===== config.mk =====
export PLATFORM = sky130hd
export DESIGN_NAME = seq_serializer
export DESIGN_NICKNAME = d
export VERILOG_FILES = /design/src/rtl/serial_pkg.sv /design/src/rtl/seq_serializer.sv
export SDC_FILE = /design/constraint.sdc
export NUM_CORES = 1
export LEC_CHECK = 0
export ABC_CLOCK_PERIOD_IN_PS = 2700
export BUFFER_PORTS_ARGS = -buffer_cell sky130_fd_sc_hd__buf_2
export CELL_PAD_IN_SITES_DETAIL_PLACEMENT = 0
export CELL_PAD_IN_SITES_GLOBAL_PLACEMENT = 1
export CORE_MARGIN = 2
export CORE_UTILIZATION = 46
export DETAILED_ROUTE_END_ITERATION = 8
export PLACE_DENSITY = 0.86
export SETUP_SLACK_MARGIN = 0.1
export SLEW_MARGIN = 25
export SYNTH_ARGS = -nofsm -noshare
export SYNTH_HDL_FRONTEND = slang
export SYNTH_SLANG_ARGS = --single-unit

===== constraint.sdc =====
create_clock -name clk -period 2.7 [get_ports clk]
set_input_delay 0.405 -clock clk [delete_from_list [all_inputs] [get_ports clk]]
set_output_delay 0.405 -clock clk [all_outputs]
set_load 0.01 [all_outputs]

===== src/rtl/serial_pkg.sv =====
// Shared serial-path definitions: FSM state encoding used by the serializer
// and the downstream sequence-detector stages.
package serial_pkg;

    typedef enum logic [1:0] {
        ST_IDLE  = 2'b00,
        ST_SHIFT = 2'b01,
        ST_GAP   = 2'b10
    } state_t;

    localparam int unsigned GAP_CNT_W = 4;

endpackage


===== src/rtl/seq_serializer.sv =====
// Parallel-to-serial converter: captures a WIDTH-bit word and emits it one bit
// per cycle on x, with optional idle gap cycles after each word.
module seq_serializer
    import serial_pkg::*;
#(
    parameter int unsigned WIDTH     = 8,
    parameter int unsigned MSB_FIRST = 1,
    parameter int unsigned GAP       = 0
) (
    input  logic             clk,
    input  logic             rst,
    input  logic [WIDTH-1:0] din,
    input  logic             din_valid,
    output logic             din_ready,
    output logic             x,
    output logic             x_valid,
    output logic             last,
    output logic             busy
);

    localparam int unsigned CNT_W = $clog2(WIDTH);
    localparam logic [CNT_W-1:0]     CNT_LAST = CNT_W'(WIDTH - 1);
    localparam logic [CNT_W-1:0]     CNT_PEN  = CNT_W'(WIDTH - 2);
    localparam logic [GAP_CNT_W-1:0] GAP_LAST = GAP_CNT_W'((GAP > 0) ? GAP - 1 : 0);

    state_t               state_q, state_d;
    logic [CNT_W-1:0]     cnt_q, cnt_d;
    logic [GAP_CNT_W-1:0] gcnt_q, gcnt_d;
    logic [WIDTH-1:0]     sreg_q, sreg_d;
    logic                 x_d, x_valid_d, last_d, busy_d;
    logic                 accept;

    // Bit presented next, and the word with that bit consumed.
    function automatic logic head(input logic [WIDTH-1:0] w);
        return (MSB_FIRST != 0) ? w[WIDTH-1] : w[0];
    endfunction

    function automatic logic [WIDTH-1:0] advance(input logic [WIDTH-1:0] w);
        return (MSB_FIRST != 0) ? {w[WIDTH-2:0], 1'b0} : {1'b0, w[WIDTH-1:1]};
    endfunction

    assign din_ready = (state_q == ST_IDLE) ||
                       ((GAP == 0) && (state_q == ST_SHIFT) && (cnt_q == CNT_LAST));
    assign accept    = din_valid && din_ready;

    always_ff @(posedge clk or posedge rst) begin
        if (rst) begin
            state_q <= ST_IDLE;
            cnt_q   <= '0;
            gcnt_q  <= '0;
            sreg_q  <= '0;
            x       <= 1'b0;
            x_valid <= 1'b0;
            last    <= 1'b0;
            busy    <= 1'b0;
        end else begin
            state_q <= state_d;
            cnt_q   <= cnt_d;
            gcnt_q  <= gcnt_d;
            sreg_q  <= sreg_d;
            x       <= x_d;
            x_valid <= x_valid_d;
            last    <= last_d;
            busy    <= busy_d;
        end
    end

    // Next state and next registered outputs; the first bit is driven on the
    // accept edge itself so it appears one cycle after acceptance.
    always_comb begin
        state_d   = state_q;
        cnt_d     = cnt_q;
        gcnt_d    = gcnt_q;
        sreg_d    = sreg_q;
        x_d       = 1'b0;
        x_valid_d = 1'b0;
        last_d    = 1'b0;

        case (state_q)
            ST_IDLE: begin
                if (accept) begin
                    state_d   = ST_SHIFT;
                    cnt_d     = '0;
                    x_d       = head(din);
                    sreg_d    = advance(din);
                    x_valid_d = 1'b1;
                end
            end
            ST_SHIFT: begin
                if (cnt_q != CNT_LAST) begin
                    cnt_d     = cnt_q + CNT_W'(1);
                    x_d       = head(sreg_q);
                    sreg_d    = advance(sreg_q);
                    x_valid_d = 1'b1;
                    last_d    = (cnt_q == CNT_PEN);
                end else begin
                    cnt_d = '0;
                    if (GAP > 0) begin
                        state_d = ST_GAP;
                        gcnt_d  = '0;
                    end else if (accept) begin
                        state_d   = ST_SHIFT;
                        x_d       = head(din);
                        sreg_d    = advance(din);
                        x_valid_d = 1'b1;
                    end else begin
                        state_d = ST_IDLE;
                    end
                end
            end
            ST_GAP: begin
                if (gcnt_q == GAP_LAST) begin
                    state_d = ST_IDLE;
                    gcnt_d  = '0;
                end else begin
                    gcnt_d = gcnt_q + GAP_CNT_W'(1);
                end
            end
            default: begin
                state_d = ST_IDLE;
                cnt_d   = '0;
                gcnt_d  = '0;
            end
        endcase

        busy_d = (state_d != ST_IDLE);
    end

endmodule


==> Word-level counts from Yosys, hierarchy flattened <==
Index checks and enable logic that the tools add are counted.
{ "classes": {"eq_ne": 6, "n_reduce_logical": 9, "n_mux": 21, "bitwise": 1, "n_addsub": 2} }
{ "ops": {"columns": ["cell", "n"], "rows": [
  ["$mux 8", 2],
  ["$pmux 8 s2", 1],
  ["$pmux 3 s3", 1],
  ["$pmux 4 s2", 1],
  ["$mux 1", 7],
  ["$eq 3x3->1 const B", 2],
  ["$mux 2", 3],
  ["$mux 3", 2],
  ["$pmux 2 s3", 1],
  ["$add 4x1->4 const B", 1],
  ["$logic_not 4->1", 1],
  ["$mux 4", 1],
  ["$pmux 1 s2", 2],
  ["$reduce_bool 2->1", 2],
  ["$add 3x1->3 const B", 1],
  ["$ne 3x3->1 const B", 1],
  ["$eq 2x1->1 const B", 1],
  ["$eq 2x2->1 const B", 1],
  ["$logic_and 1x1->1", 2],
  ["$logic_not 2->1", 1],
  ["$ne 2x2->1 const B", 1],
  ["$reduce_and 2->1", 1],
  ["$reduce_or 2->1", 1],
  ["$logic_or 1x1->1", 1],
  ["$not 1->1", 1]
]} }
{ "totals": {"elab_cells": 47, "inputBits": 11, "out_inout_bits": 5, "register_bits": 21} }

==> Longest topological paths before layout <==
Gate-level depths: netlist of run 1.
{ "depth": {"word_depth": 8, "ltp_mapped": 6, "mapped_depth_nobuf": 5} }

==> Worst setup path before layout of run 1 <==
No wires, ideal clock.
{ "synth_timing": {"path_type": "reg-to-output", "start": "reg cnt_q[1]", "end": "out din_ready", "stages_incl_launch_ff": 5, "slack_ps": 1245, "t_required_ps": 2295, "arrival_ps": 1050, "path_buffers": 0, "path_cell_list": "dfrtp_1 -> ha_1 -> ha_1 -> nor2b_2 -> nor2_1"} }
{ "synth_between": {"elab_chain_cells": 3} }
{ "synth_rtl": {"columns": ["element", "line", "text"], "rows": [
  ["start, declared", "seq_serializer.sv:27", "logic [CNT_W-1:0] cnt_q, cnt_d;"],
  ["start signal, assigned", "seq_serializer.sv:58", "cnt_q <= cnt_d;"],
  ["$eq 3x3->1", "seq_serializer.sv:43", "((GAP == 0) && (state_q == ST_SHIFT) && (cnt_q == CNT_LAST));"],
  ["$logic_and 1x1->1", "seq_serializer.sv:43", null],
  ["$logic_or 1x1->1", "seq_serializer.sv:42", "assign din_ready = (state_q == ST_IDLE) ||"],
  ["end, declared", "seq_serializer.sv:14", "output logic din_ready,"]
]} }
No other way between the ends.

==> Worst setup path in the final report of run 1 <==
Same ends and word-level chain as after synthesis.

==> results of run 1 <==
-- cell usage in the layout, fill, tap and decap left out, types with 2 or more instances in the layout --
| master | count |
|---|---|
| a21oi_1 | 2 |
| and3b_1 | 7 |
| buf_2 | 15 |
| dfrtp_1 | 21 |
| nor2_1 | 2 |
| o21ai_1 | 3 |
| nand2_1 | 3 |
| inv_1 | 5 |
| o21ai_0 | 2 |
| clkbuf_4 | 3 |
| nand3_1 | 2 |
| inv_2 | 3 |
| nand2b_1 | 3 |
| and3_1 | 2 |
| a31oi_1 | 7 |
| ha_1 | 5 |
| o2bb2ai_1 | 8 |
-- synthesized netlist by cell type (2+ instances only) --
cell       number
o21ai_1         3
inv_2           3
nand3_1         2
and3_1          2
o2bb2ai_1       8
nand2_1         3
inv_1           5
a31oi_1         7
dfrtp_1        21
and3b_1         7
a21oi_1         2
nand2b_1        3
buf_4           2
buf_6           2
nor2_1          2
o21ai_0         2
ha_1            5
-- worst paths after layout --
check	slack, ns	end
max	0.66	din_ready
min	0.22	state_q[1]
max reg2reg	1.01	sreg_q[0]
min reg2reg	0.50	sreg_q[3]
max in group asynchronous	1.99	sreg_q[0]
min in group clk	0.39	sreg_q[4]
-- worst max-delay path: cells and delay by family, from the launching register on --
family        cells  cell delay, ns
buf+inv           1            0.16
simple gates      2            0.28
flops             1            0.42
fa+ha+maj         2            0.48
-- final cells by class --
| type | instances | area [um2] |
|---|---|---|
| fill | 192 | 914.6 |
| sequential | 21 | 525.5 |
| multi-input combinational | 56 | 416.7 |
| timing repair buffer | 15 | 75.07 |
| tap | 27 | 33.78 |
| inverter | 8 | 30.03 |
| clock buffer | 4 | 26.28 |
-- routing by layer --
| layer | routed length (um) | part of all wire |
|---|---|---|
| met5 | 0 | 0 |
| met4 | 37 | 0.020 |
| met3 | 74 | 0.040 |
| met2 | 880 | 0.47 |
| met1 | 863 | 0.46 |
-- kinds of logic (layout without fill, tap and decap cells) --
kind of cell	after synthesis	after routing	share of synthesized area
and+or+nand+nor	24	24	0.1543
muxes	2	2	0.02099
adders and majority gates	5	5	0.06173
DFF	21	21	0.5185
AOI/OAI and AO/OA	25	25	0.1741
buffers and inverters	13	27	0.07036
-- power by group through the flow --
| stage | registers [mW] | logic (mW) | clock network, mW |
|---|---|---|---|
| 6_report | 0.464 | 0.327 | 0.153 |
| 5_1_grt | 0.479 | 0.371 | 0.171 |
| 4_1_cts | 0.465 | 0.332 | 0.158 |
| 3_3_place_gp | 0.467 | 0.319 | 0 |
| 2_1_floorplan | 0.461 | 0.272 | 0 |
| 3_5_place_dp | 0.471 | 0.332 | 0 |
-- state kept, by name, indices dropped and copies added (netlist names) --
register  cells
sreg_q        8
gcnt_q        4
cnt_q         3
state_q       2
busy          1
last          1
x             1
x_valid       1
-- metrics by stage --
stage	instance area [um2]	cells	hold slack, ns
after floorplan	1013	90	0.3815
after global placement	1081	127	0.4673
after detailed placement	1081	127	0.4693
after CTS	1107	131	0.2524
after global routing	1107	131	0.2978
final	1107	131	0.2153
==> impl_metrics.py, run 1 <==
metrics = {
    "outcome": {
        "status": "finished clean",
    },
    "cts": {
        "cts_setup_buffers": 0,
        "cts_buffers": 3,
        "cts.htree.levels": 1,
        "max-clock-path-buffers": 2,
        "clock-root-buffer": "clkbuf_4",
        "cts_tree": "built",
        "clk_pin_slew_ns": 0.12,
        "cts.sinks": 21,
        "cts_resized": 0,
        "cts_hold_buf": 0,
        "clock_latency_ns": 0.31,
    },
    "synthesis": {
        "ys_types": 28,
        "synth_top_area_share": 0.5185,
        "synth_top_flop_cell": "dfrtp_1",
        "synth-seq-cells": 21,
        "syn_inst": 90,
        "synth.area.top_cells": "dfrtp_1, o2bb2ai_1, ha_1",
        "synth-edff-count": 0,
        "synth_fp_nets": 106,
        "avgSynthCellArea_um2": 11.26,
        "synth_area_um2": 1013,
        "ys_warn_count": 0,
        "async_flop_share": 1.000,
        "yosysSeqAreaShare": 0.5185,
        "yosysTopAreaCell": "dfrtp_1",
    },
    "critical_path": {
        "start_kind": "flip-flop",
        "crit_chain": "ha_1 > ha_1 > nor2b_2 > nor2_1 > buf_2",
        "crit_top_cell": "ha_1",
        "crit_required_ns": 2.30,
        "critPathKind": "reg2out",
        "cp-end-kind": "output pin",
        "reg2reg_from": "cnt_q[1]",
        "r2r_cells": 5,
        "cp.arrival_ns": 1.64,
        "crit_slowest_cell": "dfrtp_1",
        "critPathMaxFanout": 10,
        "critPathLaunch": "cnt_q[1]",
        "cpPeakStageDelay_ns": 0.42,
    },
    "power": {
        "peakVddDrop_v": 0.0004516,
        "p_sw_frac": 0.3409,
        "leakage_nw": 0.5602,
        "clock_power_share": 0.162,
        "internal_power_uw": 622.4,
        "powerDensity_nw_per_um2": 852.8,
        "power_frac_seq": 0.492,
        "finalPower_uw": 944.4,
        "switchingPower_uw": 321.9,
        "combinationalPowerShare": 0.346,
    },
    "die": {
        "die_x_um": 50.94,
        "initial_utilization": 0.5012,
        "fp.dieH_um": 50.94,
        "io-pin-count": 16,
        "die-area_um2": 2595,
        "row_count": 16,
        "core_area_um2": 2022,
    },
    "placement": {
        "pre_cts_slack_ns": 1.002,
        "hpwlAfterDp_mm": 1.283,
        "place.gp.congestion": 0.7181,
        "io_buffers": 15,
    },
    "grt": {
        "grt.total_usage": 0.1703,
        "use_met1": 0.2352,
        "grt_pass1_vias": 706,
        "grt-ovfl-total": 0,
        "met3_usage": 0.03509,
        "grt.busiest_layer": "met2",
        "grt_pass1_wl_mm": 3.263,
        "grt_max_degree": 22,
        "grt_use_met2": 0.2554,
        "antenna_found_initial": 0,
    },
    "timing": {
        "finalSetupViolations": 0,
        "slew_headroom": 0.4781,
        "drv_slew": 0,
        "rsz0062_at_grt": "no",
        "max_freq_mhz": 489.2,
        "final.min_clock_period_ns": 2.044,
        "setup_tns_ns": 0,
        "hold_viol_final": 0,
        "tightest_slew_ns": 0.7820,
        "skew_ns": 0.009940,
        "period_share": 0.7571,
        "worst_slack_ns": 0.6559,
    },
    "routing": {
        "routed_wl_mm": 1.856,
        "firstDrtPassIters": 4,
        "routedWlPerCell_um": 14.17,
        "vias": 735,
        "drc": 0,
        "drtIter0Drc": 7,
        "antenna_left": 0,
        "detail_route.vias_per_cell": 5.611,
    },
    "cells_and_area": {
        "num_antenna_cells": 0,
        "nNetsFinal": 121,
        "post-route-util": 0.5476,
        "drive_gt1_frac": 0.2308,
        "syn_to_final_growth_pct": 9.259,
    },
    "worst_hold_path": {
        "hp-class": "in2async",
    },
    "flow_run": {
        "maxCapViolCount": 0,
    },
}
No activity file was read; power rests on OpenSTA's default activity.
==> run 2, diff against run 1 <==
--- a/config.mk
+++ b/config.mk
@@ -5,14 +5,14 @@
 export SDC_FILE = /design/constraint.sdc
 export NUM_CORES = 1
 export LEC_CHECK = 0
-export ABC_CLOCK_PERIOD_IN_PS = 2700
+export ABC_CLOCK_PERIOD_IN_PS = 2000
 export BUFFER_PORTS_ARGS = -buffer_cell sky130_fd_sc_hd__buf_2
 export CELL_PAD_IN_SITES_DETAIL_PLACEMENT = 0
 export CELL_PAD_IN_SITES_GLOBAL_PLACEMENT = 1
 export CORE_MARGIN = 2
-export CORE_UTILIZATION = 46
+export CORE_UTILIZATION = 42
 export DETAILED_ROUTE_END_ITERATION = 8
-export PLACE_DENSITY = 0.86
+export PLACE_DENSITY = 0.8
 export SETUP_SLACK_MARGIN = 0.1
 export SLEW_MARGIN = 25
 export SYNTH_ARGS = -nofsm -noshare
==> constraint.sdc (replaced) <==
create_clock -name clk -period 2 [get_ports clk]
set_input_delay 0.3 -clock clk [delete_from_list [all_inputs] [get_ports clk]]
set_output_delay 0.3 -clock clk [all_outputs]
set_load 0.01 [all_outputs]
==> run 2 against run 1 <==
Net effect:
- clock power increased by 33%
- via count decreased by 1.6%
- largest cell class unchanged
- sequential power increased by 36%
- clock-buffer cell count unchanged
- final area increased by 2.4%
- worst hold slack got worse by 0.21 ns
- utilization decreased by 4.5 points
- setup slack got worse by 0.46 ns
- clock skew about the same
- largest power group unchanged
- sequential cell count unchanged
- global-route usage decreased by 0.066 points
==> impl_metrics.py, run 2 (synthesized netlist as in run 1, its figures left out) <==
metrics = {
    "timing": {
        "period_share": 0.9018,
        "max_freq_mhz": 554.4,
        "tightest_slew_ns": 0.5475,
        "rsz0062_at_grt": "no",
        "final.min_clock_period_ns": 1.804,
        "setup_tns_ns": 0,
        "slew_headroom": 0.6350,
        "hold_viol_final": 0,
        "skew_ns": 0.009477,
        "finalSetupViolations": 0,
        "drv_slew": 0,
    },
    "cells_and_area": {
        "syn_to_final_growth_pct": 11.85,
        "largest_register_ffs": 8,
        "fillers": 243,
        "nNetsFinal": 122,
        "ff_latch_area_um2": 525.5,
        "layout_common_cells": "dfrtp_1, buf_2, o2bb2ai_1",
        "top_regs": "sreg_q (8), gcnt_q (4), cnt_q (3)",
        "multi_input_area_um2": 434.2,
        "drive_gt1_frac": 0.2476,
        "top_register": "sreg_q",
        "num_antenna_cells": 0,
        "final_common_cell": "dfrtp_1",
        "post-route-util": 0.5028,
    },
    "routing": {
        "routedWlPerCell_um": 14.40,
        "drtIter0Drc": 9,
        "vias": 723,
        "routed_wl_mm": 1.915,
        "detail_route.vias_per_cell": 5.436,
        "firstDrtPassIters": 4,
        "antenna_left": 0,
        "drc": 0,
    },
    "grt": {
        "grt_max_degree": 22,
        "grt.total_usage": 0.1697,
        "grt_pass1_vias": 768,
        "grt_use_met2": 0.2813,
        "met3_usage": 0.03390,
        "use_met1": 0.2174,
        "antenna_found_initial": 0,
        "grt_pass1_wl_mm": 3.443,
        "grt-ovfl-total": 0,
        "grt.busiest_layer": "met2",
    },
    "outcome": {
        "status": "finished clean",
    },
    "die": {
        "core_area_um2": 2255,
        "die_x_um": 53.12,
        "initial_utilization": 0.4495,
        "io-pin-count": 16,
        "die-area_um2": 2822,
        "row_count": 17,
        "fp.dieH_um": 53.12,
    },
    "placement": {
        "io_buffers": 15,
        "place.gp.congestion": 0.7169,
        "hpwlAfterDp_mm": 1.320,
    },
    "cts": {
        "cts.sinks": 21,
        "clock-root-buffer": "clkbuf_4",
        "clk_pin_slew_ns": 0.12,
        "clock_latency_ns": 0.30,
        "max-clock-path-buffers": 2,
        "cts_buffers": 3,
        "cts.htree.levels": 1,
        "cts_tree": "built",
    },
    "power": {
        "leakage_nw": 0.5723,
        "peakVddDrop_v": 0.0007056,
        "powerDensity_nw_per_um2": 1158,
    },
    "critical_path": {
        "critPathKind": "reg2out",
        "start_kind": "flip-flop",
        "cp.arrival_ns": 1.50,
        "crit_required_ns": 1.70,
        "critPathMaxFanout": 10,
        "cp-end-kind": "output pin",
    },
    "worst_hold_path": {
        "hp-class": "in2async",
    },
    "flow_run": {
        "maxCapViolCount": 0,
    },
}
[run 2: per-stage QoR]
stage	setup slack, ns	cells	power, mW	hold slack (ns)	instance area [um2]
3_3_place_gp	0.3733	129	1.065	0.3437	1090
4_1_cts	0.1347	133	1.298	0.01104	1119
6_report	0.1964	133	1.312	0.004087	1134
2_1_floorplan	0.5537	90	0.9903	0.2765	1013
3_5_place_dp	0.2689	129	1.087	0.3468	1090
5_1_grt	0.1164	133	1.419	0.03066	1134
[run 2: area by class of cell]
class	instances	area share
multi-input cells	56	0.3830
well taps	28	0.03091
clock buffers	4	0.02318
flip-flops and latches	21	0.4636
inverters	8	0.02649
repair buffers	16	0.07285
[run 2: final timing paths]
kind	startpoint	to	slack, ns	cells after the start
setup / recovery	cnt_q[1]	din_ready	0.20	5
hold / removal	rst	last	0.004	3
setup reg to reg	cnt_q[1]	sreg_q[1]	0.36	5
hold reg to reg	sreg_q[3]	sreg_q[3]	0.50	1
max in group asynchronous	rst	gcnt_q[0]	1.77	3
min in group clk	din[7]	x	0.24	3
[run 2: per-layer routing]
metal	vias to the layer above	routed length, um
met5	-	0
met4	0	16
met3	2	58
met2	12	942
met1	357	898
li1	352	-
[run 2: timing repair]
item,CTS,global route
buffers inserted,0,0
resized for setup,1,2
hold buffers,0,0
endpoints found under the setup margin,1,1
[run 2: worst max-delay path: stages (launching register included)]
cell and delay [ns]:
dfrtp_1 0.42, ha_1 0.22, ha_4 0.21, nor2b_4 0.14, nor2_1 0.05, buf_2 0.16
[run 2: power breakdown]
group	total [mW]	leakage (nW)	internal, mW	switching [mW]
clock network	0.204	0.0150	0.0776	0.126
registers	0.630	0.268	0.548	0.0822
logic	0.479	0.290	0.239	0.239
total	1.31	0.572	0.865	0.448
